## src/rtl/g_regfile_sb_if.sv

```systemverilog
// Register-file bus for g_regfile_sb: two read ports, reserve port, writeback port, flush, error.
// The master drives register numbers, reserve, writeback and flush; the slave returns data and status.
interface g_regfile_sb_if #(
  parameter int unsigned WORD = 32,
  parameter int unsigned W_RD = 5
) ();

  logic [W_RD-1:0] r0_num_i;
  logic [W_RD-1:0] r1_num_i;
  logic [WORD-1:0] r0_data_o;
  logic [WORD-1:0] r1_data_o;
  logic            r0_busy_o;
  logic            r1_busy_o;

  logic            reserve_i;
  logic [W_RD-1:0] reserve_num_i;
  logic            reserve_full_o;

  logic            wb_i;
  logic [W_RD-1:0] wbr_num_i;
  logic [WORD-1:0] wb_data_i;

  logic            flush_i;
  logic            err_o;

  modport master (
    output r0_num_i, r1_num_i, reserve_i, reserve_num_i, wb_i, wbr_num_i, wb_data_i, flush_i,
    input  r0_data_o, r1_data_o, r0_busy_o, r1_busy_o, reserve_full_o, err_o
  );

  modport slave (
    input  r0_num_i, r1_num_i, reserve_i, reserve_num_i, wb_i, wbr_num_i, wb_data_i, flush_i,
    output r0_data_o, r1_data_o, r0_busy_o, r1_busy_o, reserve_full_o, err_o
  );

endinterface

```

## src/rtl/g_regfile_sb.sv

```systemverilog
// General register file with per-register saturating pending-write scoreboard.
// Optional VENUS_RF_BYPASS_EN: read ports see a same-cycle writeback (data and released busy).
module g_regfile_sb #(
  parameter int unsigned WORD     = 32,
  parameter int unsigned W_RD     = 5,
  parameter int unsigned CNT_W    = 2,
  parameter int unsigned ZERO_REG = 1
) (
  input logic           clk,
  input logic           rst,
  g_regfile_sb_if.slave bus
);

  localparam int unsigned NREG = 2 ** W_RD;

  typedef logic [CNT_W-1:0] cnt_t;

  localparam cnt_t CntMax = '1;
  localparam cnt_t CntOne = cnt_t'(1);

  logic [WORD-1:0] data_q [NREG];
  cnt_t            cnt_q  [NREG];
  cnt_t            cnt_d  [NREG];
  logic            err_q, err_d;

  logic            res_full, res_en, wb_en;
  logic [NREG-1:0] inc_vec, hit_vec;

  function automatic logic is_zero(logic [W_RD-1:0] num);
    return (ZERO_REG != 0) && (num == '0);
  endfunction

  // Saturation is judged on the pre-edge counter, regardless of a same-cycle writeback.
  assign res_full = (cnt_q[bus.reserve_num_i] == CntMax);
  assign res_en   = bus.reserve_i & ~res_full & ~is_zero(bus.reserve_num_i) & ~bus.flush_i;
  assign wb_en    = bus.wb_i & ~is_zero(bus.wbr_num_i);

  always_comb begin
    inc_vec = '0;
    hit_vec = '0;
    if (res_en) inc_vec[bus.reserve_num_i] = 1'b1;
    if (wb_en)  hit_vec[bus.wbr_num_i]     = 1'b1;
  end

  // Reserve and writeback on the same register cancel out; flush overrides both.
  always_comb begin
    for (int i = 0; i < NREG; i++) begin
      cnt_d[i] = cnt_q[i];
      if (bus.flush_i) begin
        cnt_d[i] = '0;
      end else if (inc_vec[i] && !hit_vec[i]) begin
        cnt_d[i] = cnt_q[i] + CntOne;
      end else if (hit_vec[i] && !inc_vec[i] && (cnt_q[i] != '0)) begin
        cnt_d[i] = cnt_q[i] - CntOne;
      end
    end
  end

  always_comb begin
    err_d = err_q;
    if (wb_en && (cnt_q[bus.wbr_num_i] == '0) && !bus.flush_i) err_d = 1'b1;
  end

  always_ff @(posedge clk) begin
    if (rst) begin
      for (int i = 0; i < NREG; i++) begin
        data_q[i] <= '0;
        cnt_q[i]  <= '0;
      end
      err_q <= 1'b0;
    end else begin
      cnt_q <= cnt_d;
      err_q <= err_d;
      if (wb_en) data_q[bus.wbr_num_i] <= bus.wb_data_i;
    end
  end

  always_comb begin
    bus.r0_data_o = data_q[bus.r0_num_i];
    bus.r0_busy_o = (cnt_q[bus.r0_num_i] != '0);
`ifdef VENUS_RF_BYPASS_EN
    if (wb_en && (bus.r0_num_i == bus.wbr_num_i)) begin
      bus.r0_data_o = bus.wb_data_i;
      bus.r0_busy_o = (cnt_q[bus.r0_num_i] > CntOne);
    end
`endif
    if (is_zero(bus.r0_num_i)) begin
      bus.r0_data_o = '0;
      bus.r0_busy_o = 1'b0;
    end
  end

  always_comb begin
    bus.r1_data_o = data_q[bus.r1_num_i];
    bus.r1_busy_o = (cnt_q[bus.r1_num_i] != '0);
`ifdef VENUS_RF_BYPASS_EN
    if (wb_en && (bus.r1_num_i == bus.wbr_num_i)) begin
      bus.r1_data_o = bus.wb_data_i;
      bus.r1_busy_o = (cnt_q[bus.r1_num_i] > CntOne);
    end
`endif
    if (is_zero(bus.r1_num_i)) begin
      bus.r1_data_o = '0;
      bus.r1_busy_o = 1'b0;
    end
  end

  assign bus.reserve_full_o = res_full;
  assign bus.err_o          = err_q;

endmodule
```

## src/flat_wrapper.sv

```systemverilog
// flat-port wrapper written by rule: the top's interface ports become plain ports
module g_regfile_sb_flat 
#(
  parameter int unsigned WORD     = 32,
  parameter int unsigned W_RD     = 5,
  parameter int unsigned CNT_W    = 2,
  parameter int unsigned ZERO_REG = 1
)
  (clk, rst, bus_r0_num_i, bus_r1_num_i, bus_reserve_i, bus_reserve_num_i, bus_wb_i, bus_wbr_num_i, bus_wb_data_i, bus_flush_i, bus_r0_data_o, bus_r1_data_o, bus_r0_busy_o, bus_r1_busy_o, bus_reserve_full_o, bus_err_o);
  g_regfile_sb_if #(.WORD(WORD), .W_RD(W_RD)) bus_i ();
  input logic clk;
  input logic rst;
  input wire logic [$bits(bus_i.r0_num_i)-1:0] bus_r0_num_i;
  input wire logic [$bits(bus_i.r1_num_i)-1:0] bus_r1_num_i;
  input wire logic [$bits(bus_i.reserve_i)-1:0] bus_reserve_i;
  input wire logic [$bits(bus_i.reserve_num_i)-1:0] bus_reserve_num_i;
  input wire logic [$bits(bus_i.wb_i)-1:0] bus_wb_i;
  input wire logic [$bits(bus_i.wbr_num_i)-1:0] bus_wbr_num_i;
  input wire logic [$bits(bus_i.wb_data_i)-1:0] bus_wb_data_i;
  input wire logic [$bits(bus_i.flush_i)-1:0] bus_flush_i;
  output wire logic [$bits(bus_i.r0_data_o)-1:0] bus_r0_data_o;
  output wire logic [$bits(bus_i.r1_data_o)-1:0] bus_r1_data_o;
  output wire logic [$bits(bus_i.r0_busy_o)-1:0] bus_r0_busy_o;
  output wire logic [$bits(bus_i.r1_busy_o)-1:0] bus_r1_busy_o;
  output wire logic [$bits(bus_i.reserve_full_o)-1:0] bus_reserve_full_o;
  output wire logic [$bits(bus_i.err_o)-1:0] bus_err_o;
  assign bus_i.r0_num_i = bus_r0_num_i;
  assign bus_i.r1_num_i = bus_r1_num_i;
  assign bus_i.reserve_i = bus_reserve_i;
  assign bus_i.reserve_num_i = bus_reserve_num_i;
  assign bus_i.wb_i = bus_wb_i;
  assign bus_i.wbr_num_i = bus_wbr_num_i;
  assign bus_i.wb_data_i = bus_wb_data_i;
  assign bus_i.flush_i = bus_flush_i;
  assign bus_r0_data_o = bus_i.r0_data_o;
  assign bus_r1_data_o = bus_i.r1_data_o;
  assign bus_r0_busy_o = bus_i.r0_busy_o;
  assign bus_r1_busy_o = bus_i.r1_busy_o;
  assign bus_reserve_full_o = bus_i.reserve_full_o;
  assign bus_err_o = bus_i.err_o;
  g_regfile_sb #(.WORD(WORD), .W_RD(W_RD), .CNT_W(CNT_W), .ZERO_REG(ZERO_REG)) u_core (.clk(clk), .rst(rst), .bus(bus_i));
endmodule
```

## config.mk

```make
export PLATFORM = sky130hd
export DESIGN_NAME = g_regfile_sb_flat
export DESIGN_NICKNAME = d
export VERILOG_FILES = /design/src/rtl/g_regfile_sb_if.sv /design/src/rtl/g_regfile_sb.sv /design/src/flat_wrapper.sv
export SDC_FILE = /design/constraint.sdc
export NUM_CORES = 2
export LEC_CHECK = 0
export ABC_CLOCK_PERIOD_IN_PS = 3200
export CORE_ASPECT_RATIO = 0.5
export CORE_MARGIN = 8
export CORE_UTILIZATION = 60
export DETAILED_ROUTE_END_ITERATION = 10
export PLACE_DENSITY = 0.83
export SYNTH_ARGS = -nofsm -noshare
export SYNTH_HDL_FRONTEND = slang
export SYNTH_SLANG_ARGS = --single-unit
```

## constraint.sdc

```tcl
create_clock -name clk -period 3.2 [get_ports clk]
set_input_delay 0.48 -clock clk [delete_from_list [all_inputs] [get_ports clk]]
set_output_delay 0.48 -clock clk [all_outputs]
set_load 0.02 [all_outputs]
```

==> flow_summary.yaml <==
floorplan:
  die_h_um: 238
  fp.dieW_um: 461
  start_util_pct: 60.7
  pin_count: 125
  fp-row-count: 81
  dieArea_mm2: 0.110
  core_mm2: 0.0979
detailed_routing:
  met3_length_um: 37300
  wl_met1_um: 62900
  highest_layer: "met5"
  drtIter0Drc: 8511
  avgViaCountPerCell: 7.57
  first_pass_iters: 6
  routed-wl-met2_um: 91000
  ant_nets: 0
  drc: 0
  wl_um: 207000
  avgRoutedWirePerCell_um: 37.3
  vias: 42000
power:
  p_leak_nw: 24.1
  finalPower_w: 0.0340
  power_density_mw_per_mm2: 492
  peakVddDrop_uv: 503
place:
  place.gp.congestion: 0.926
  port_buffers: 124
  placed_area_mm2: 0.0652
  post-dp-hpwl_um: 117000
timing:
  hold_viol: 0
  period_minus_slack_ns: 3.29
  clock.fmax_ghz: 0.304
  rsz0062_at_grt: "yes"
  worst_slack_ns: -0.0894
  worstMarginPinSlew_ns: 1.33
  finalClockSkew_ns: 0.0222
  setup_viol: 11
  finalMaxSlewViolations: 0
  slew-limit-headroom_pct: 11.2
  post-route-period-util_pct: 103
clock_network:
  clockBufferDepth: 3
  cts_sinks: 1089
  numCtsBuffers: 97
  cts.hold.buffers_added: 0
  clk_latency_ns: 0.72
  h-tree-depth: 3
  clockRootBuffer: "clkbuf_16"
  cts_tree: "done"
  clk_pin_slew_ns: 0.07
global_routing:
  antenna_found_initial: 19
  grt_max_degree: 45
  grt_pass1_wl_um: 291000
  grt_overflow: 0
  grt_pass1_vias: 42600
  grt_use_total_pct: 36.8
yosys:
  synthArstFlopShare_pct: 0
  synth_seq_cells: 1089
  synth_cell_type_count: 62
  avgSynthCellArea_um2: 15.4
  ys_warn_count: 0
  syn_area_mm2: 0.0594
  synth-seq-area-share_pct: 54.0
  syn_inst: 3863
  synthFlopType: "edfxtp_1"
  synth_edf_count: 1024
final_layout:
  drive_above_1_share_pct: 35.8
  post-route-cell-area_mm2: 0.0692
  multi_input_area_mm2: 0.0264
  finalCoreUtilization_pct: 70.7
  area_delta_synth_final_pct: 16.4
  regArea_mm2: 0.0322
  final.fill_count: 5752
  fin_nets: 4186
min_path:
  hold_class: "input port to register"
  hold_depth: 2
critical_path:
  cp_data_required_time_ns: 2.72
  crit_type: "register to primary output"
  crit_path_end_kind: "primary output"
  reg2regPathDepth: 11
  crit_arrival_ns: 2.81
  start_kind: "register"
  critPathMaxFanout: 2
run_status:
  violations: "negative setup slack"
  status: "finished, violations left"
flow_run:
  maxCapViolCount: 0
critical path: stages (launching register included):
cell	delay [ns]
edfxtp_1	0.45
mux4_2	0.54
mux4_2	0.56
mux2i_1	0.17
buf_4	0.18
nor2_2	0.05
buf_6	0.13
area by class of cell:
class | count | share of cell area [%]
Sequential cell | 1089 | 46.5
Multi-Input combinational cell | 2393 | 38.1
Timing Repair Buffer | 538 | 8.41
Clock buffer | 117 | 3.68
Tap cell | 1328 | 2.40
Clock inverter | 60 | 0.821
Inverter | 10 | 0.0651
Antenna cell | 11 | 0.0398
through the flow:
step	setup slack (ns)	TNS, ns	hold WS, ns	instances
after floorplan	0.166	0	0.453	3894
after global placement	-0.560	-17.76	0.460	5305
after detailed placement	-0.603	-20.58	0.477	5305
after CTS	-0.105	-0.376	0.144	5513
after global routing	-0.104	-0.857	0.171	5543
final	-0.0894	-0.249	0.176	5546
kinds of logic (layout without fill, tap and decap cells):
| kind of cell | count (synthesis) | after routing | share of synthesized area [%] |
|---|---|---|---|
| xor+xnor | 9 | 9 | 0.133 |
| mux | 765 | 765 | 26.9 |
| other cells | 1 | 43 | 0.00631 |
| simple gates | 1405 | 1405 | 14.0 |
| flops | 1089 | 1089 | 54.0 |
| compound gates | 182 | 182 | 2.11 |
| buf+inv | 412 | 725 | 2.86 |
cells in the final DEF, fill, tap and decap left out, types with 9 or more instances in the layout:
master	count
dfxtp_2	42
clkinv_2	22
buf_6	31
mux4_2	667
nor3_1	27
or3_1	9
or2_2	10
clkbuf_1	18
buf_12	110
buf_2	27
diode_2	11
and3_1	24
clkdlybuf4s50_1	44
nand2_1	54
conb_1	32
and2_1	999
nor2_1	90
clkinv_1	16
dfxtp_1	10
dfxtp_4	13
o21a_1	11
buf_4	296
nand2b_2	25
clkbuf_2	11
nand3_1	15
nor2_2	37
xnor2_1	9
nor2_4	37
mux2i_2	14
o221ai_1	16
mux2i_1	79
o311a_1	9
nand2b_1	20
a211oi_1	20
clkbuf_16	99
a21oi_1	38
edfxtp_1	1024
o21ai_0	44
nand3b_1	9
cell usage after synthesis (3+ instances only):
cell type,number,share of area (%)
nor3_1,27,0.23
a21oi_1,38,0.32
nor4_1,7,0.074
nor4b_1,6,0.088
mux4_2,667,25
xnor2_1,9,0.13
o21a_1,11,0.14
or3b_1,8,0.12
nand2_1,54,0.34
buf_4,4,0.051
and3b_1,3,0.044
o21ai_0,44,0.37
a31oi_1,7,0.074
a211o_1,7,0.10
nor2_1,163,1.0
or3_1,9,0.095
or2_2,10,0.11
nand3_1,15,0.13
a22oi_1,4,0.051
clkbuf_1,307,1.9
a22o_1,3,0.044
a41oi_1,3,0.044
nand2b_1,45,0.47
nor2b_1,4,0.042
o221ai_1,16,0.24
nor3_2,8,0.13
o311a_1,9,0.15
and2_1,999,11
buf_2,64,0.54
nand3b_1,9,0.11
dfxtp_1,65,2.2
edfxtp_1,1024,52
and3_1,24,0.25
buf_6,7,0.13
mux2i_1,98,1.7
o211ai_1,5,0.063
a211oi_1,22,0.28
inv_1,8,0.051
buf_1,20,0.13
final timing paths:
check / from / to / slack, ns
worst max-delay path: u_core.data_q[31][14]$_SDFFCE_PN0P_ / bus_r1_data_o[14] / -0.09
worst min-delay path: rst / u_core.bus.err_o$_SDFFE_PP0P_ / 0.18
worst max register to register: u_core.cnt_q[44]$_SDFFE_PP0P_ / u_core.cnt_q[48]$_SDFFE_PP0P_ / 0.48
worst min register to register: u_core.cnt_q[46]$_SDFFE_PP0P_ / u_core.cnt_q[46]$_SDFFE_PP0P_ / 0.48
per-layer routing:
| metal | track usage, % | vias to the layer above |
|---|---|---|
| met5 | 0 | - |
| met4 | 22.4 | 4 |
| met3 | 15.1 | 1069 |
| met2 | 54.7 | 4722 |
| met1 | 45.3 | 20700 |
| li1 | - | 15500 |
sequential cells by signal, summed over array words and instances, names as in the netlist:
name	count
u_core.cnt_q	64
u_core.bus.err_o	1
u_core.data_q	1024
timing repair:
action,in CTS,in global routing
resized for setup,309,151
gates cloned,4,0
endpoints found under the hold margin,0,0
setup buffers,28,24
setup endpoints to repair,67,54
pin swaps,4,7
power breakdown:
group	switching [W]	internal, W	leakage, nW	total, W
sequential	0.000464	0.0163	10.3	0.0168
combinational	0.00278	0.00244	12.3	0.00522
clock	0.00565	0.00635	1.51	0.0120
total	0.00890	0.0251	24.1	0.0340
(Power assumes the default switching activity.)
